==> config.mk <==
export PLATFORM = sky130hd
export DESIGN_NAME = max_pool_seq
export DESIGN_NICKNAME = d
export VERILOG_FILES = /design/src/rtl/max_pool_seq.sv
export SDC_FILE = /design/constraint.sdc
export NUM_CORES = 1
export LEC_CHECK = 0
export ABC_CLOCK_PERIOD_IN_PS = 4340
export CAP_MARGIN = 20
export CORE_UTILIZATION = 54
export CTS_BUF_LIST = sky130_fd_sc_hd__clkbuf_4 sky130_fd_sc_hd__clkbuf_8
export CTS_CLUSTER_SIZE = 40
export DETAILED_ROUTE_END_ITERATION = 6
export PLACE_DENSITY = 0.83
export SYNTH_ARGS = -nofsm -noshare
export SYNTH_HDL_FRONTEND = slang
export SYNTH_SLANG_ARGS = --single-unit
==> constraint.sdc <==
create_clock -name clk -period 4.34 [get_ports clk]
set_input_delay 0.868 -clock clk [delete_from_list [all_inputs] [get_ports clk]]
set_output_delay 0.868 -clock clk [all_outputs]
set_load 0.02 [all_outputs]
==> src/rtl/max_pool_seq.sv <==
// Sequential P x P max-pooling stage: captures an R x C map on start, scans one
// element per cycle, and publishes the pooled map atomically with a done pulse.
module max_pool_seq #(
    parameter int In_d_W = 18,
    parameter int R      = 4,
    parameter int C      = 4,
    parameter int P      = 2
) (
    input  logic                                clk,
    input  logic                                clr,
    input  logic                                start,
    input  logic [In_d_W*R*C-1:0]               X,
    output logic                                busy,
    output logic                                done,
    output logic [In_d_W*(R/P)*(C/P)-1:0]       Z
);

    localparam int unsigned WR  = R / P;
    localparam int unsigned WC  = C / P;
    localparam int unsigned N   = WR * WC;
    localparam int unsigned E   = R * C;
    localparam int unsigned PW  = $clog2(P);
    localparam int unsigned WRW = (WR > 1) ? $clog2(WR) : 1;
    localparam int unsigned WCW = (WC > 1) ? $clog2(WC) : 1;
    localparam int unsigned IW  = $clog2(E);
    localparam int unsigned JW  = (N > 1) ? $clog2(N) : 1;

    generate
        if ((R % P) != 0 || (C % P) != 0 || P < 2) begin : g_bad_geometry
            $error("max_pool_seq: R and C must be multiples of P, and P must be at least 2");
        end
    endgenerate

    typedef enum logic [1:0] {
        IDLE = 2'd0,
        SCAN = 2'd1,
        DONE = 2'd2
    } state_e;

    state_e                    state_q, state_d;
    logic signed [In_d_W-1:0]  map_q [E];
    logic signed [In_d_W-1:0]  map_d [E];
    logic signed [In_d_W-1:0]  buf_q [N];
    logic signed [In_d_W-1:0]  buf_d [N];
    logic signed [In_d_W-1:0]  acc_q, acc_d;
    logic [PW-1:0]             pr_q, pr_d, pc_q, pc_d;
    logic [WRW-1:0]            wr_q, wr_d;
    logic [WCW-1:0]            wc_q, wc_d;
    logic [In_d_W*N-1:0]       z_q, z_d;

    logic [IW-1:0]             idx;
    logic [JW-1:0]             slot;
    logic signed [In_d_W-1:0]  elem;
    logic signed [In_d_W-1:0]  win_max;
    logic                      first_el;
    logic                      last_el;
    logic                      last_col;
    logic                      last_row;

    // Address of the element under the scan: row wr*P+pr, column wc*P+pc.
    always_comb begin
        idx      = IW'((IW'(wr_q) * IW'(P) + IW'(pr_q)) * IW'(C)
                       + IW'(wc_q) * IW'(P) + IW'(pc_q));
        slot     = JW'(JW'(wr_q) * JW'(WC) + JW'(wc_q));
        elem     = map_q[idx];
        win_max  = (elem > acc_q) ? elem : acc_q;
        first_el = (pr_q == '0) && (pc_q == '0);
        last_el  = (pr_q == PW'(P - 1)) && (pc_q == PW'(P - 1));
        last_col = (wc_q == WCW'(WC - 1));
        last_row = (wr_q == WRW'(WR - 1));
    end

    always_comb begin
        state_d = state_q;
        map_d   = map_q;
        buf_d   = buf_q;
        acc_d   = acc_q;
        pr_d    = pr_q;
        pc_d    = pc_q;
        wr_d    = wr_q;
        wc_d    = wc_q;
        z_d     = z_q;

        case (state_q)
            IDLE: begin
                if (start) begin
                    for (int unsigned i = 0; i < E; i++) begin
                        map_d[i] = X[i*In_d_W +: In_d_W];
                    end
                    pr_d    = '0;
                    pc_d    = '0;
                    wr_d    = '0;
                    wc_d    = '0;
                    state_d = SCAN;
                end
            end

            SCAN: begin
                acc_d = first_el ? elem : win_max;
                // P >= 2, so the last element of a window never is its first.
                if (last_el) begin
                    buf_d[slot] = win_max;
                end

                if (pc_q == PW'(P - 1)) begin
                    pc_d = '0;
                    if (pr_q == PW'(P - 1)) begin
                        pr_d = '0;
                        if (last_col) begin
                            wc_d = '0;
                            if (last_row) begin
                                wr_d    = '0;
                                state_d = DONE;
                                // Publish from buf_d so the final window lands in Z too.
                                for (int unsigned k = 0; k < N; k++) begin
                                    z_d[k*In_d_W +: In_d_W] = buf_d[k];
                                end
                            end else begin
                                wr_d = wr_q + 1'b1;
                            end
                        end else begin
                            wc_d = wc_q + 1'b1;
                        end
                    end else begin
                        pr_d = pr_q + 1'b1;
                    end
                end else begin
                    pc_d = pc_q + 1'b1;
                end
            end

            DONE: begin
                state_d = IDLE;
            end

            default: begin
                state_d = IDLE;
            end
        endcase
    end

    always_ff @(posedge clk) begin
        if (clr) begin
            state_q <= IDLE;
            map_q   <= '{default: '0};
            buf_q   <= '{default: '0};
            acc_q   <= '0;
            pr_q    <= '0;
            pc_q    <= '0;
            wr_q    <= '0;
            wc_q    <= '0;
            z_q     <= '0;
        end else begin
            state_q <= state_d;
            map_q   <= map_d;
            buf_q   <= buf_d;
            acc_q   <= acc_d;
            pr_q    <= pr_d;
            pc_q    <= pc_d;
            wr_q    <= wr_d;
            wc_q    <= wc_d;
            z_q     <= z_d;
        end
    end

    assign busy = (state_q == SCAN);
    assign done = (state_q == DONE);
    assign Z    = z_q;

endmodule

==> summary.txt, run 1 <==
GLOBAL ROUTING
------------------------------------------------------------------------------------
Wire length of the first global-routing pass .......................... 88,500 microns
Via count of the first global-routing pass ............................       16,690
Global router's overall resource usage ................................       31.89%
Overflow after GRT ....................................................            0
Largest net degree at the start of global routing .....................          162
Antenna violations before repair ......................................            3

LOGIC SYNTHESIS
------------------------------------------------------------------------------------
Cell count after synthesis ............................................        2,166
Most frequent cells after synthesis ................................... sky130_fd_sc_hd__nand2_1, sky130_fd_sc_hd__dfxtp_1, sky130_fd_sc_hd__a21oi_1
Register area share after synthesis ...................................       47.41%
Proportion of netlist area held by the largest area contributor .......       47.41%
Synth area leaders .................................................... sky130_fd_sc_hd__dfxtp_1, sky130_fd_sc_hd__nand2_1, sky130_fd_sc_hd__a21oi_1, sky130_fd_sc_hd__mux4_2, sky130_fd_sc_hd__clkbuf_1
Dominant register cell in the synthesized netlist ..................... sky130_fd_sc_hd__dfxtp_1
Yosys cell types ......................................................           46
Number of warnings reported in the yosys synthesis log ................            0
Cell taking the most area after synthesis ............................. sky130_fd_sc_hd__dfxtp_1
Synthesized area per cell .............................................  8.539 sq um
Syn Nets ..............................................................        2,475
Share of flip-flops with an asynchronous set or reset .................           0%
Most numerous cell in the Yosys netlist ............................... sky130_fd_sc_hd__nand2_1
Post-synth EDFFs ......................................................            0
Total standard cell area after synthesis .............................. 18,500 sq um
Number of flip-flops and latches in the synthesized netlist ...........          438

CRITICAL PATH
------------------------------------------------------------------------------------
Category of the critical setup timing path ............................ flop to flop
Worst flop-to-flop path endpoint ......................................    buf_q[57]
Max stage delay cell, worst path ...................................... sky130_fd_sc_hd__mux4_1
Data arrival time of the critical path ................................      4640 ps
Largest fanout on the critical path ...................................           34
Delay-heaviest family, CP ............................................. multiplexers
Delay of the slowest critical-path stage ..............................       580 ps
Logic depth of the worst setup path including buffers .................           11
Type of destination of the critical path ..............................         flop
Cells along the critical path ......................................... buf_12, mux4_1, mux4_2, ha_1, and4_4, and2_1, a221oi_2, and4_2, buf_8, o21ai_0, a311oi_1
Sort of element at the start of the critical path .....................         flop
Reg2reg path depth ....................................................           11
Crit path required time ...............................................      4790 ps
Setup slack, reg-to-reg ...............................................       160 ps
Reg2reg start .........................................................         pc_q
Count of buffering cells on the critical path with inverters included .            2

PWR
------------------------------------------------------------------------------------
Logic gate share of total power .......................................        14.1%
Power per Cell Area ................................................... 385.7 nW/um^2
Power, Total ..........................................................     9.258 mW
Lkg Pwr ...............................................................     8.553 nW
Net switching power ...................................................     2.425 mW
Share of total power in the clock network .............................        39.5%
Share of total power consumed by net switching ........................       26.20%
Internal power ........................................................     6.832 mW
Worst IR Drop VDD .....................................................  0.0002290 V
Flop pwr share ........................................................        46.4%

ROUTE
------------------------------------------------------------------------------------
Wire length on met3 ................................................... 5269 microns
Amount of wire on met2 after detailed routing ......................... 26,530 microns
Top layer used by detailed routing ....................................         met5
Mean number of vias per cell ..........................................        5.827
Total wire length ..................................................... 57,190 microns
Pre-antenna DRT Iters .................................................            5
Antenna violation net count after detailed routing ....................            0
Met1 Wirelength ....................................................... 22,930 microns
Detailed-route DRC error count ........................................            0
Vias after detailed routing ...........................................       17,260
WL/cell ............................................................... 19.30 microns
DRC violation total after the first TritonRoute iteration .............        1,901

CLOCK NETWORK
------------------------------------------------------------------------------------
Cts-stage hold buffer count ...........................................            0
Clock tree from TritonCTS .............................................          yes
Reg clk slew, reported paths ..........................................        60 ps
Clock net sink count ..................................................          438
# H-tree levels .......................................................            3
Clock latency on the worst-skew pair ..................................       600 ps
Clock tree buffer depth ...............................................            3
Number of buffers created by CTS ......................................           69
CTS root buf .......................................................... sky130_fd_sc_hd__clkbuf_8

DIE
------------------------------------------------------------------------------------
Number of top-level pins ..............................................          365
Die Y-Extent .......................................................... 187.1 microns
Die outline width ..................................................... 187.1 microns
Initial Utilization ...................................................       55.02%
Cell row count ........................................................           67
DIE AREA .............................................................. 35,000 sq um
Core ar. .............................................................. 33,620 sq um

CELLS AND AREA
------------------------------------------------------------------------------------
Ratio of cells with drive above 1 in the final layout .................       11.58%
Area overhead of the layout relative to synthesis .....................       29.78%
Post-layout net count .................................................        2,772
Summed area of non-filler cells in the final layout ................... 24,000 sq um
Final-layout fill cell count ..........................................        2,403

PLACEMENT
------------------------------------------------------------------------------------
Hpwl dp ............................................................... 39,930 microns
Port bufs .............................................................          364
Placer congestion estimate ............................................       0.9077
DP Worst Slack ........................................................    -16.65 ps
Post-DP Area .......................................................... 22,400 sq um

STA
------------------------------------------------------------------------------------
Worst clock skew on the final layout ..................................     32.51 ps
Max Transition Viols Final ............................................            0
Endpoints failing hold ................................................            0
Period minus WS final .................................................      4180 ps
Maximum clock rate ....................................................    239.2 MHz
Final setup vio count .................................................            0
Slew headroom .........................................................       27.73%
Slew @ Worst Pin ......................................................      1084 ps
Post-route worst setup slack ..........................................     159.8 ps
Final worst path period share .........................................       96.32%
Setup repair after global routing missed its margin ...................           no

WORST HOLD PATH
------------------------------------------------------------------------------------
Hold-critical path depth ..............................................            2
Classification of the worst-slack hold path ........................... flop to flop
Endpoint of the worst hold path .......................................   map_q[125]
Hold path startpoint ..................................................   map_q[125]

RUN STATUS
------------------------------------------------------------------------------------
Run status ............................................................ complete, no violations

JOB
------------------------------------------------------------------------------------
Max-capacitance violation count .......................................            0

==> tightest hold or removal path: stages, from the launching register on <==
cell and delay [ps]:
sky130_fd_sc_hd__dfxtp_1 300, sky130_fd_sc_hd__nand2_1 50, sky130_fd_sc_hd__a21oi_1 50
==> flip-flops by register name, summed over array words and instances (netlist names) <==
register / cells
state_q: 2
Z: 72
pr_q: 1
last_col: 1
map_q: 288
last_row: 1
pc_q: 1
acc_q: 18
buf_q: 54
==> timing repair <==
| item | in CTS | in global routing |
|---|---|---|
| gates cloned | 0 | 1 |
| setup endpoints to repair | 21 | 59 |
| setup buffers | 1 | 10 |
| gates resized for setup | 0 | 5 |
==> cell type report <==
| type | instances | area [sq um] | share of cell area (%) |
|---|---|---|---|
| Clock buffer | 111 | 1371 | 5.713 |
| Clock inverter | 10 | 87.58 | 0.3649 |
| Tap cell | 448 | 560.5 | 2.335 |
| Sequential cell | 438 | 8777 | 36.56 |
| Inverter | 38 | 142.6 | 0.5942 |
| Antenna cell | 2 | 5.005 | 0.02085 |
| Multi-Input combinational cell | 1503 | 8821 | 36.75 |
| Timing Repair Buffer | 413 | 4239 | 17.66 |
==> kinds of logic (layout without fill, tap and decap cells) <==
group	after synthesis	after routing	share of synthesized area (%)
other	0	2	0
DFF	438	438	47.41
adders and majority gates	18	18	1.218
and+or+nand+nor	886	886	19.04
buffers and inverters	225	572	5.060
muxes	141	141	13.06
AOI/OAI and AO/OA	458	458	14.21
==> cells in the final DEF (no fill, tap or decap), types with 2 or more instances in the layout <==
cell                                n
sky130_fd_sc_hd__mux2i_1           34
sky130_fd_sc_hd__a21oi_1          348
sky130_fd_sc_hd__inv_6              2
sky130_fd_sc_hd__buf_16             2
sky130_fd_sc_hd__clkinvlp_4         2
sky130_fd_sc_hd__nand4_1            4
sky130_fd_sc_hd__mux4_1             4
sky130_fd_sc_hd__nor2b_1            2
sky130_fd_sc_hd__ha_1              18
sky130_fd_sc_hd__buf_8              3
sky130_fd_sc_hd__mux2_2            25
sky130_fd_sc_hd__a211oi_1          21
sky130_fd_sc_hd__nand2b_1           2
sky130_fd_sc_hd__clkdlybuf4s50_1  363
sky130_fd_sc_hd__inv_1             37
sky130_fd_sc_hd__clkbuf_4          25
sky130_fd_sc_hd__nor3_1             2
sky130_fd_sc_hd__nand2_1          692
sky130_fd_sc_hd__clkinv_2           5
sky130_fd_sc_hd__diode_2            2
sky130_fd_sc_hd__dfxtp_1          435
sky130_fd_sc_hd__o21ai_0           21
sky130_fd_sc_hd__a21o_1             3
sky130_fd_sc_hd__mux4_2            69
sky130_fd_sc_hd__nor4_1            32
sky130_fd_sc_hd__and4_1             4
sky130_fd_sc_hd__buf_4             32
sky130_fd_sc_hd__clkbuf_8          86
sky130_fd_sc_hd__and3_1             2
sky130_fd_sc_hd__nor2_1           116
sky130_fd_sc_hd__mux2_4             9
sky130_fd_sc_hd__buf_12            12
sky130_fd_sc_hd__dfxtp_4            2
sky130_fd_sc_hd__a311oi_1          52
sky130_fd_sc_hd__and2_1             2
sky130_fd_sc_hd__o21a_1             2
sky130_fd_sc_hd__nand3_1           18
==> metrics by stage <==
stage	hold WS [ps]	TNS (ps)	utilization (%)	cells
2_1_floorplan	428.8	0	-	2166
3_3_place_gp	437.3	0	66.56	2827
3_5_place_dp	443.3	-53.03	66.65	2828
4_1_cts	444.2	0	71.03	2950
5_1_grt	454.4	0	71.40	2962
6_report	451.9	0	71.41	2963
==> how the worst max path moves through the flow <==
stage           endpoint  slack (ps)     start
6_report       buf_q[57]         160      pc_q
5_1_grt        buf_q[57]          20      pc_q
4_1_cts        buf_q[57]           5  last_col
3_5_place_dp   buf_q[57]         -20  last_col
3_3_place_gp   buf_q[54]         190  last_col
2_1_floorplan  acc_q[10]         660      pc_q
==> power groups by stage <==
stage	Clock, mW	Combinational (mW)	Sequential, mW
after CTS	3.69	1.27	4.28
final	3.66	1.31	4.29
after floorplan	0	0.760	4.32
after global placement	0	1.24	4.36
after global routing	3.86	1.40	4.30
after detailed placement	0	1.26	4.37
==> per-layer routing <==
| metal | up-vias | GRT usage [%] |
|---|---|---|
| li1 | 7999 | - |
| met1 | 8163 | 42.23 |
| met2 | 948 | 50.60 |
| met3 | 152 | 5.947 |
| met4 | 2 | 14.79 |
| met5 | - | 0 |
(Power assumes the default switching activity.)
==> inputs of run 2 (changes only) <==
Settings changed: PLACE_DENSITY 0.83 to default, PLACE_DENSITY_LB_ADDON from default to 0.08.
==> summary.txt, run 2 (synthesis results as in run 1) <==
PLACEMENT
------------------------------------------------------------------------
Placer congestion estimate ................................       0.9163
DP Worst Slack ............................................     39.50 ps
Port bufs .................................................          364
Hpwl dp ................................................... 38,210 microns
Post-DP Area .............................................. 22,390 sq um
Number of instances in the placed design ..................        2,834

STA
------------------------------------------------------------------------
Worst clock skew on the final layout ......................     22.70 ps
Slew headroom .............................................       33.99%
Final setup vio count .....................................            0
Post-route worst setup slack ..............................     208.0 ps
Setup repair after global routing missed its margin .......           no
Slew @ Worst Pin ..........................................     990.1 ps
Maximum clock rate ........................................    242.0 MHz
Period minus WS final .....................................      4132 ps
Setup Total Neg Slack .....................................         0 ps
Endpoints failing hold ....................................            0
Max Transition Viols Final ................................            0
Final worst path period share .............................       95.21%

PWR
------------------------------------------------------------------------
Internal power ............................................     6.865 mW
Power per Cell Area ....................................... 387.2 nW/um^2
Net switching power .......................................     2.393 mW
Logic gate share of total power ...........................        14.1%
Share of total power consumed by net switching ............       25.85%
Lkg Pwr ...................................................     8.515 nW
Share of total power in the clock network .................        39.6%
Flop pwr share ............................................        46.3%
Worst IR Drop VDD .........................................  0.0001969 V

ROUTE
------------------------------------------------------------------------
DRC violation total after the first TritonRoute iteration .        1,545
Detailed-route DRC error count ............................            0
Wire length on met3 ....................................... 3836 microns
Total wire length ......................................... 53,530 microns
WL/cell ................................................... 18.10 microns
Pre-antenna DRT Iters .....................................            7
Mean number of vias per cell ..............................        5.600
Vias after detailed routing ...............................       16,560
Amount of wire on met2 after detailed routing ............. 24,660 microns
Top layer used by detailed routing ........................         met5
Met1 Wirelength ........................................... 23,200 microns
Antenna violation net count after detailed routing ........            0

CELLS AND AREA
------------------------------------------------------------------------
Commonest cells after routing, fill and taps aside ........ sky130_fd_sc_hd__nand2_1, sky130_fd_sc_hd__dfxtp_1, sky130_fd_sc_hd__clkdlybuf4s50_1
Area overhead of the layout relative to synthesis .........       29.26%
Max reg flops .............................................          288
Most common cell after layout, fill and taps aside ........ sky130_fd_sc_hd__nand2_1
Register with the most flip-flops .........................        map_q
Summed area of non-filler cells in the final layout ....... 23,910 sq um
Ratio of cells with drive above 1 in the final layout .....       11.36%
Post-layout net count .....................................        2,768
Non-Filler Instances ......................................        2,957

GLOBAL ROUTING
------------------------------------------------------------------------
Global router's overall resource usage ....................       29.79%
Via count of the first global-routing pass ................       15,770
Antenna violations before repair ..........................            2
Largest net degree at the start of global routing .........          159
Overflow after GRT ........................................            0
Wire length of the first global-routing pass .............. 83,210 microns

JOB
------------------------------------------------------------------------
Max-capacitance violation count ...........................            0

DIE
------------------------------------------------------------------------
Core ar. .................................................. 33,620 sq um
Number of top-level pins ..................................          365
Cell row count ............................................           67
Initial Utilization .......................................       55.02%
Die outline width ......................................... 187.1 microns
DIE AREA .................................................. 35,000 sq um
Die Y-Extent .............................................. 187.1 microns

CRITICAL PATH
------------------------------------------------------------------------
Crit path required time ...................................      4800 ps
Data arrival time of the critical path ....................      4590 ps
Worst flop-to-flop path endpoint ..........................    buf_q[67]
Sort of element at the start of the critical path .........         flop
Reg2reg path depth ........................................           11
Critical path endpoint ....................................    buf_q[67]
Reg2reg start .............................................         pc_q
Type of destination of the critical path ..................         flop
Setup slack, reg-to-reg ...................................       210 ps
Largest fanout on the critical path .......................           22
First element of the critical path ........................         pc_q
Category of the critical setup timing path ................ flop to flop

CLOCK NETWORK
------------------------------------------------------------------------
Clock tree buffer depth ...................................            3
Cts-stage hold buffer count ...............................            0
Clock latency on the worst-skew pair ......................       580 ps
Clock tree from TritonCTS .................................          yes
Reg clk slew, reported paths ..............................        60 ps
CTS root buf .............................................. sky130_fd_sc_hd__clkbuf_8
# H-tree levels ...........................................            3
Clock net sink count ......................................          438
Number of buffers created by CTS ..........................           69

RUN STATUS
------------------------------------------------------------------------
Run status ................................................ complete, no violations

WORST HOLD PATH
------------------------------------------------------------------------
Classification of the worst-slack hold path ............... flop to flop

## run 2: what timing repair did
item	in CTS	in global routing
endpoints found under the setup margin	0	59
setup buffers	0	1
resized for setup	0	5
## run 2: cell type report
cell class / count / area [sq um]
sequential: 438 / 8777
clock inverter: 14 / 133.9
tap: 448 / 560.5
clock buffer: 106 / 1328
fill: 2611 / 9707
inverter: 38 / 142.6
antenna: 1 / 2.502
multi-input combinational: 1503 / 8817
timing repair buffer: 409 / 4148
## run 2: critical path, cell delays in order (launching register included)
cell and delay, ps:
sky130_fd_sc_hd__dfxtp_4 500, sky130_fd_sc_hd__buf_4 220, sky130_fd_sc_hd__mux4_1 570, sky130_fd_sc_hd__mux4_2 580
sky130_fd_sc_hd__ha_1 340, sky130_fd_sc_hd__and4_4 210, sky130_fd_sc_hd__and2_1 180, sky130_fd_sc_hd__a221oi_2 300
sky130_fd_sc_hd__and4_4 350, sky130_fd_sc_hd__buf_6 230, sky130_fd_sc_hd__o21ai_0 190, sky130_fd_sc_hd__a311oi_1 340
## run 2: stage by stage
step | power [mW] | hold slack (ps) | util, %
5_1_grt | 9.597 | 468.7 | 71.12
3_3_place_gp | 5.615 | 438.1 | 66.55
2_1_floorplan | 5.083 | 428.8 | -
3_5_place_dp | 5.646 | 442.4 | 66.61
6_report | 9.258 | 449.6 | 71.12
4_1_cts | 9.268 | 450.9 | 70.96
## run 2: power by group through the flow
| stage | combinational [mW] | clock [mW] | sequential (mW) |
|---|---|---|---|
| detailed placement | 1.27 | 0 | 4.37 |
| CTS | 1.28 | 3.71 | 4.28 |
| global placement | 1.25 | 0 | 4.37 |
| finish | 1.30 | 3.67 | 4.29 |
| floorplan | 0.760 | 0 | 4.32 |
| global route | 1.41 | 3.89 | 4.30 |
## run 2: worst min path at each step
stage / from / end / cells past startpoint
4_1_cts: map_q[53] / map_q[53] / 2
2_1_floorplan: state_q[1] / state_q[0] / 1
6_report: Z[4] / Z[4] / 2
5_1_grt: buf_q[54] / Z[0] / 2
3_5_place_dp: map_q[53] / map_q[53] / 2
3_3_place_gp: map_q[125] / map_q[125] / 2
## run 2: per-layer routing
layer,up-vias,global-route usage (%)
li1,7977,-
met1,7782,41.56
met2,697,46.41
met3,102,4.109
met4,2,12.55
met5,-,0
==> variant 1 (settings of run 1) <==
`R`: 4 -> 2.
--- a/src/rtl/max_pool_seq.sv
+++ b/src/rtl/max_pool_seq.sv
@@ -2,7 +2,7 @@
 // element per cycle, and publishes the pooled map atomically with a done pulse.
 module max_pool_seq #(
     parameter int In_d_W = 18,
-    parameter int R      = 4,
+    parameter int R      = 2,
     parameter int C      = 4,
     parameter int P      = 2
 ) (
Ports: changed (resized X and Z); port bits go from 365 to 185. No check against the original RTL was run, so the function may have changed too.
==> variant 1 against run 1 <==
  * Global-route usage down 4.3 points
  * Final area fell by 46%
  * Highest routed layer is now met4
  * Synthesized cell count fell by 45%
  * Setup slack better by 0.17 ns
  * Routed wire length decreased by 52%
  * Non-clock buffer count down 210
  * Combinational power decreased by 35%
  * Critical path depth increased by 1
  * Power decreased by 48%
  * Clock power is 52% lower
  * Sequential cell count decreased by 217
  * Synthesized area down 43%
==> variant 1: results (changes against run 1) <==
- Async SR Flop Fraction: 0% (unchanged)
- First-pass GRT wire length: 43330 µm (-51%)
- NumNets Final: 1498 (-46%)
- Max FFs per register: 144 (-50%)
- Largest cells by area after synthesis: dfxtp_1, nand2_1, mux4_2
- Total CTS buffers: 36 (-48%)
- Register area share after synthesis: 42.28% (-5.1 points)
- Largest stage delay, worst path: 0.65 ns (+0.07 ns)
- Placed insts: 1553 (-45%)
- GP Congestion: 0.8844 (-2.6%)
- # diodes: 0 (-2)
- Synth Area in XOR/XNOR: 0.08369% (+0.084 points)
- Logic pwr share: 17.7% (+3.6 points)
- Clk slew on worst S/H paths: 0.06 ns (about the same)
- HP Class: register to register
- Lkg Pwr: 0.004911 µW (-43%)
- WL/cell: 16.91 µm (-12%)
- Clk_skew: 0.02470 ns (-0.007807 ns)
- Biggest register: map_q
- WL final: 27260 µm (-52%)
- List of most frequent post-synthesis cells: nand2_1, dfxtp_1, a21oi_1
- Share of layout cells above drive strength 1: 14.42% (+2.8 points)
- Starting DRT DRC Count: 908 (-52%)
- Switch share: 27.79% (+1.6 points)
- Gr usage total: 27.56% (-4.3 points)
- Critical path's top delay family: multiplexers
- Vias in the first global route: 8707 (-48%)
- HPWL after DPL: 19340 µm (-52%)
- Pre-CTS WS: 0.1005 ns (+0.1171 ns)
- Mapped Nets: 1351 (-45%)
- Largest net degree at the start of global routing: 114 (-30%)
- Mux contribution to synthesized area: 15.42% (+2.4 points)
- Slew headroom: 30.30% (+2.6 points)
- Post-synthesis compound-gate area fraction: 15.48% (+1.3 points)
- P per Cell Area: 367.0 nW/µm² (-4.8%)
- Ys flop type: dfxtp_1
- Crit path max fanout: 46 (+35%)
- Run status: completed
- Synth Area in Adders: 2.152% (+0.93 points)
- Seq power: 2200 µW (-49%)
- Drt pass-1 iters: 6 (+1)
- Syn_area_per_cell: 8.824 µm² (+3.3%)
- Htree depth: 2 (-1)
- Post CTS Setup Buffer Count: 0 (-1)
- Yosys warning count: 0 (unchanged)
- Initial antenna violation count: 0 (-3)
- Post-synth cell types: 39 (-15%)
- Port buffer count: 184 (-49%)
- Fillers: 1411 (-41%)
- DR vias: 9141 (-47%)
- CP max stage cell: dfxtp_4
- Worst skew pair latency: 0.53 ns (-0.07 ns)
- Max VDD drop: 0.2133 mV (-6.9%)
- Clock Tree Root: clkbuf_8
## variant 1: cell count changes after synthesis, moves of 18 or more
cell | before | now
a311oi_1 | 52 | 0
nor2_1 | 117 | 7
nand3_1 | 18 | 40
clkbuf_1 | 138 | 57
nand2_1 | 694 | 420
o21ai_0 | 21 | 1
a211oi_1 | 21 | 0
o211ai_2 | 0 | 30
dfxtp_1 | 438 | 221
a21oi_1 | 348 | 172
nor4_1 | 32 | 0
inv_1 | 37 | 19
## variant 1: layer usage
layer,up-vias,GRT usage (%),wire length (µm)
li1,4369,-,-
met1,4291,37.69,11550
met2,403,43.25,12600
met3,78,4.314,2106
met4,0,12.19,998
met5,-,0,0
## variant 1: cell type report
| type | count | area [µm²] | share of cell area, % |
|---|---|---|---|
| multi-input cells | 851 | 5482 | 41.96 |
| flip-flops and latches | 221 | 4433 | 33.93 |
| repair buffers | 203 | 2063 | 15.79 |
| clock buffers | 53 | 660.6 | 5.057 |
| well taps | 260 | 325.3 | 2.490 |
| inverters | 20 | 75.07 | 0.5746 |
| clock inverters | 4 | 26.28 | 0.2011 |
## variant 1: worst reg2reg max path: cells and delay by family (launching register included)
family	cells	cell delay (ns)
flops	1	0.65
mux	4	1.59
fa+ha+maj	1	0.35
compound gates	3	0.45
simple gates	2	0.35
buf+inv	2	0.49
## variant 1: stage by stage
step / cell area [µm²] / utilization [%]
5_1_grt: 13070 / 69.38
6_report: 13070 / 69.38
4_1_cts: 13000 / 69.06
3_3_place_gp: 12290 / 65.26
2_1_floorplan: 10470 / -
3_5_place_dp: 12320 / 65.41
## variant 1: path summary, 6_finish.rpt
path          from     to  slack (ns)  cells past startpoint
max           pc_q  Z[30]        0.33                     12
min reg2reg  Z[22]  Z[22]        0.45                      1
min          Z[22]  Z[22]        0.45                      1
max reg2reg   pc_q  Z[30]        0.33                     12
==> variant 2 (flow settings as in run 1) <==
Made on the original files. Register the inputs `clr`, `start` and `X` before use. The logic sees them one clock later.
--- a/src/rtl/max_pool_seq.sv
+++ b/src/rtl/max_pool_seq.sv
@@ -24,6 +24,16 @@
     localparam int unsigned WCW = (WC > 1) ? $clog2(WC) : 1;
     localparam int unsigned IW  = $clog2(E);
     localparam int unsigned JW  = (N > 1) ? $clog2(N) : 1;
+
+    logic clr_q;
+    logic start_q;
+    logic [In_d_W*R*C-1:0] X_q;
+
+    always_ff @(posedge clk) begin
+        clr_q   <= clr;
+        start_q <= start;
+        X_q     <= X;
+    end
 
     generate
         if ((R % P) != 0 || (C % P) != 0 || P < 2) begin : g_bad_geometry
@@ -83,9 +93,9 @@
 
         case (state_q)
             IDLE: begin
-                if (start) begin
+                if (start_q) begin
                     for (int unsigned i = 0; i < E; i++) begin
-                        map_d[i] = X[i*In_d_W +: In_d_W];
+                        map_d[i] = X_q[i*In_d_W +: In_d_W];
                     end
                     pr_d    = '0;
                     pc_d    = '0;
@@ -140,7 +150,7 @@
     end
 
     always_ff @(posedge clk) begin
-        if (clr) begin
+        if (clr_q) begin
             state_q <= IDLE;
             map_q   <= '{default: '0};
             buf_q   <= '{default: '0};
Check against the original RTL: not equivalent (Yosys sat finds a counterexample within 4 cycles, from zero or initial values).
==> variant 2 against run 1 <==
  * The run now ends with negative setup slack left
  * Setup slack lost 0.20 ns
  * Synthesized area up 29%
  * Count of clock-buffer cells in the layout is 59 higher
  * Final area rose by 29%
  * Routed wire length is 19% higher
  * Sequential cell count grew 290
  * Power grew 57%
  * Critical path depth grew 3
  * Largest cell class is now sequential cells
  * Largest power group unchanged
==> variant 2: results (changes against run 1) <==
- HPWL after DPL: 48970 µm (+23%)
- Initial antenna violation count: 0 (-3)
- Largest net degree at the start of global routing: 110 (-32%)
- Starting DRT DRC Count: 1843 (-3.1%)
- Final WS setup: -0.03672 ns (-0.1965 ns)
- Htree depth: 3 (unchanged)
- DR vias/cell: 5.497 (-5.7%)
- Arr. time, crit path: 4.90 ns (+0.26 ns)
- Max VDD drop: 0.3307 mV (+44%)
- Clock Tree Root: clkbuf_8
- Ys flop type: dfxtp_1
- Post-Layout Cell Count: 3357 (+13%)
- Clk_skew: 0.02578 ns (-0.006722 ns)
- Run status: finished, violations left
- Lkg Pwr: 0.01168 µW (+37%)
- HP Class: register to register
- Pre-CTS WS: -0.09231 ns (-0.07566 ns)
- Syn_area_per_cell: 10.31 µm² (+21%)
- Crit path max fanout: 8 (-76%)
- Register area share after synthesis: 61.05% (+14 points)
- First-pass GRT wire length: 102700 µm (+16%)
- Violated checks: negative setup slack
- Vias in the first global route: 18510 (+11%)
- Setup TNS: -0.2489 ns (-0.2489 ns)
- GP Congestion: 0.9580 (+5.5%)
- Port buffer count: 364 (unchanged)
- NumNets Final: 3005 (+8.4%)
- Sw Pwr: 3384 µW (+40%)
- Clk slew on worst S/H paths: 0.07 ns
- Gr usage total: 29.97% (-1.9 points)
- Fillers: 2972 (+24%)
- Share of layout cells above drive strength 1: 15.66% (+4.1 points)
- Worst skew pair latency: 0.68 ns (+0.08 ns)
- Placed insts: 3149 (+11%)
- Slew Viols, Final: 0 (unchanged)
- Drt pass-1 iters: 7 (+2)
- Final setup vio count: 17 (+17)
- Post-synth cell types: 38 (-17%)
- # diodes: 0 (-2)
- Largest cells by area after synthesis: dfxtp_1, nand2_1, mux4_2
- List of most frequent post-synthesis cells: dfxtp_1, nand2_1, a21oi_1
- WL/cell: 20.21 µm (+4.7%)
- Yosys warning count: 0 (unchanged)
- Worst-Margin Slew: 1.089 ns (+0.004738 ns)
- Mapped Nets: 2625 (+6.1%)
- Total CTS buffers: 107 (+55%)
variant 2: changes by cell type in the layout (fill, tap and decap cells not counted), sizes merged, moves of 32 or more:
| cell | change |
|---|---|
| mux2 | -34 |
| nor2 | +39 |
| a21oi | -51 |
| nand2 | -114 |
| nor4 | -32 |
| a211oi | +53 |
| dfxtp | +290 |
| clkbuf | +63 |
| nor3 | +108 |
| a311oi | -53 |
variant 2: what timing repair did:
item                                    CTS  global route
pin swaps                                 0             7
setup buffers                             0            16
cloned                                    0             6
gates resized for setup                   2            28
endpoints found under the setup margin   44            90
variant 2: final cells by class:
type	instances	area share, %
clock inverters	15	0.6895
repair buffers	443	14.73
well taps	585	2.359
inverters	23	0.2782
clock buffers	170	6.754
multi-input cells	1393	28.18
flip-flops and latches	728	47.01
variant 2: kinds of logic (layout without fill, tap and decap cells):
| logic type | count (synthesis) | in the layout | share of synthesized area (%) |
|---|---|---|---|
| xor gates and xnor gates | 1 | 1 | 0.03670 |
| muxes | 126 | 126 | 10.53 |
| adders and majority gates | 18 | 18 | 0.9435 |
| AOI/OAI and AO/OA | 384 | 384 | 9.760 |
| DFF | 728 | 728 | 61.05 |
| and+or+nand+nor | 864 | 864 | 14.47 |
| buffers and inverters | 195 | 651 | 3.213 |
variant 2: per-layer routing:
metal	wire [µm]	vias to the layer above	part of all wire, %	track usage [%]
met5	0	-	0	0
met4	3147	0	4.6	14.69
met2	32790	899	48	49.47
met1	26680	8810	39	37.66
li1	-	8566	-	-
met3	5230	177	7.7	5.923
variant 2: worst max-delay path: stages (launching register included):
cell and delay (ns):
dfxtp_4 0.38, buf_12 0.13, buf_12 0.13, buf_6 0.12, mux4_2 0.51, mux4_2 0.52, ha_4 0.24, a211oi_1 0.24
o21bai_1 0.13, a2111oi_0 0.77, nor4bb_4 0.17, nor2_8 0.22, buf_12 0.18, mux2i_2 0.34, a211oi_1 0.13
variant 2: worst paths after layout:
kind              slack [ns]    start  cells past startpoint         end
hold / removal          0.43  X_q[46]                      2  map_q[244]
setup / recovery       -0.04     pc_q                     14   buf_q[55]
setup reg to reg       -0.04     pc_q                     14   buf_q[55]
hold reg to reg         0.43  X_q[46]                      2  map_q[244]
variant 2: power by group through the flow:
stage / registers [µW] / logic (µW) / clock network (µW)
4_1_cts: 7190 / 1320 / 5880
3_3_place_gp: 7330 / 1290 / 0
3_5_place_dp: 7340 / 1310 / 0
6_report: 7200 / 1480 / 5820
2_1_floorplan: 7230 / 793 / 0
5_1_grt: 7220 / 1570 / 6170
variant 2: per-stage QoR:
step	hold WS, ns	area (µm²)
floorplan	0.4174	23900
global placement	0.4212	28220
detailed placement	0.4258	28220
CTS	0.4224	30540
global route	0.4437	31030
finish	0.4272	31030
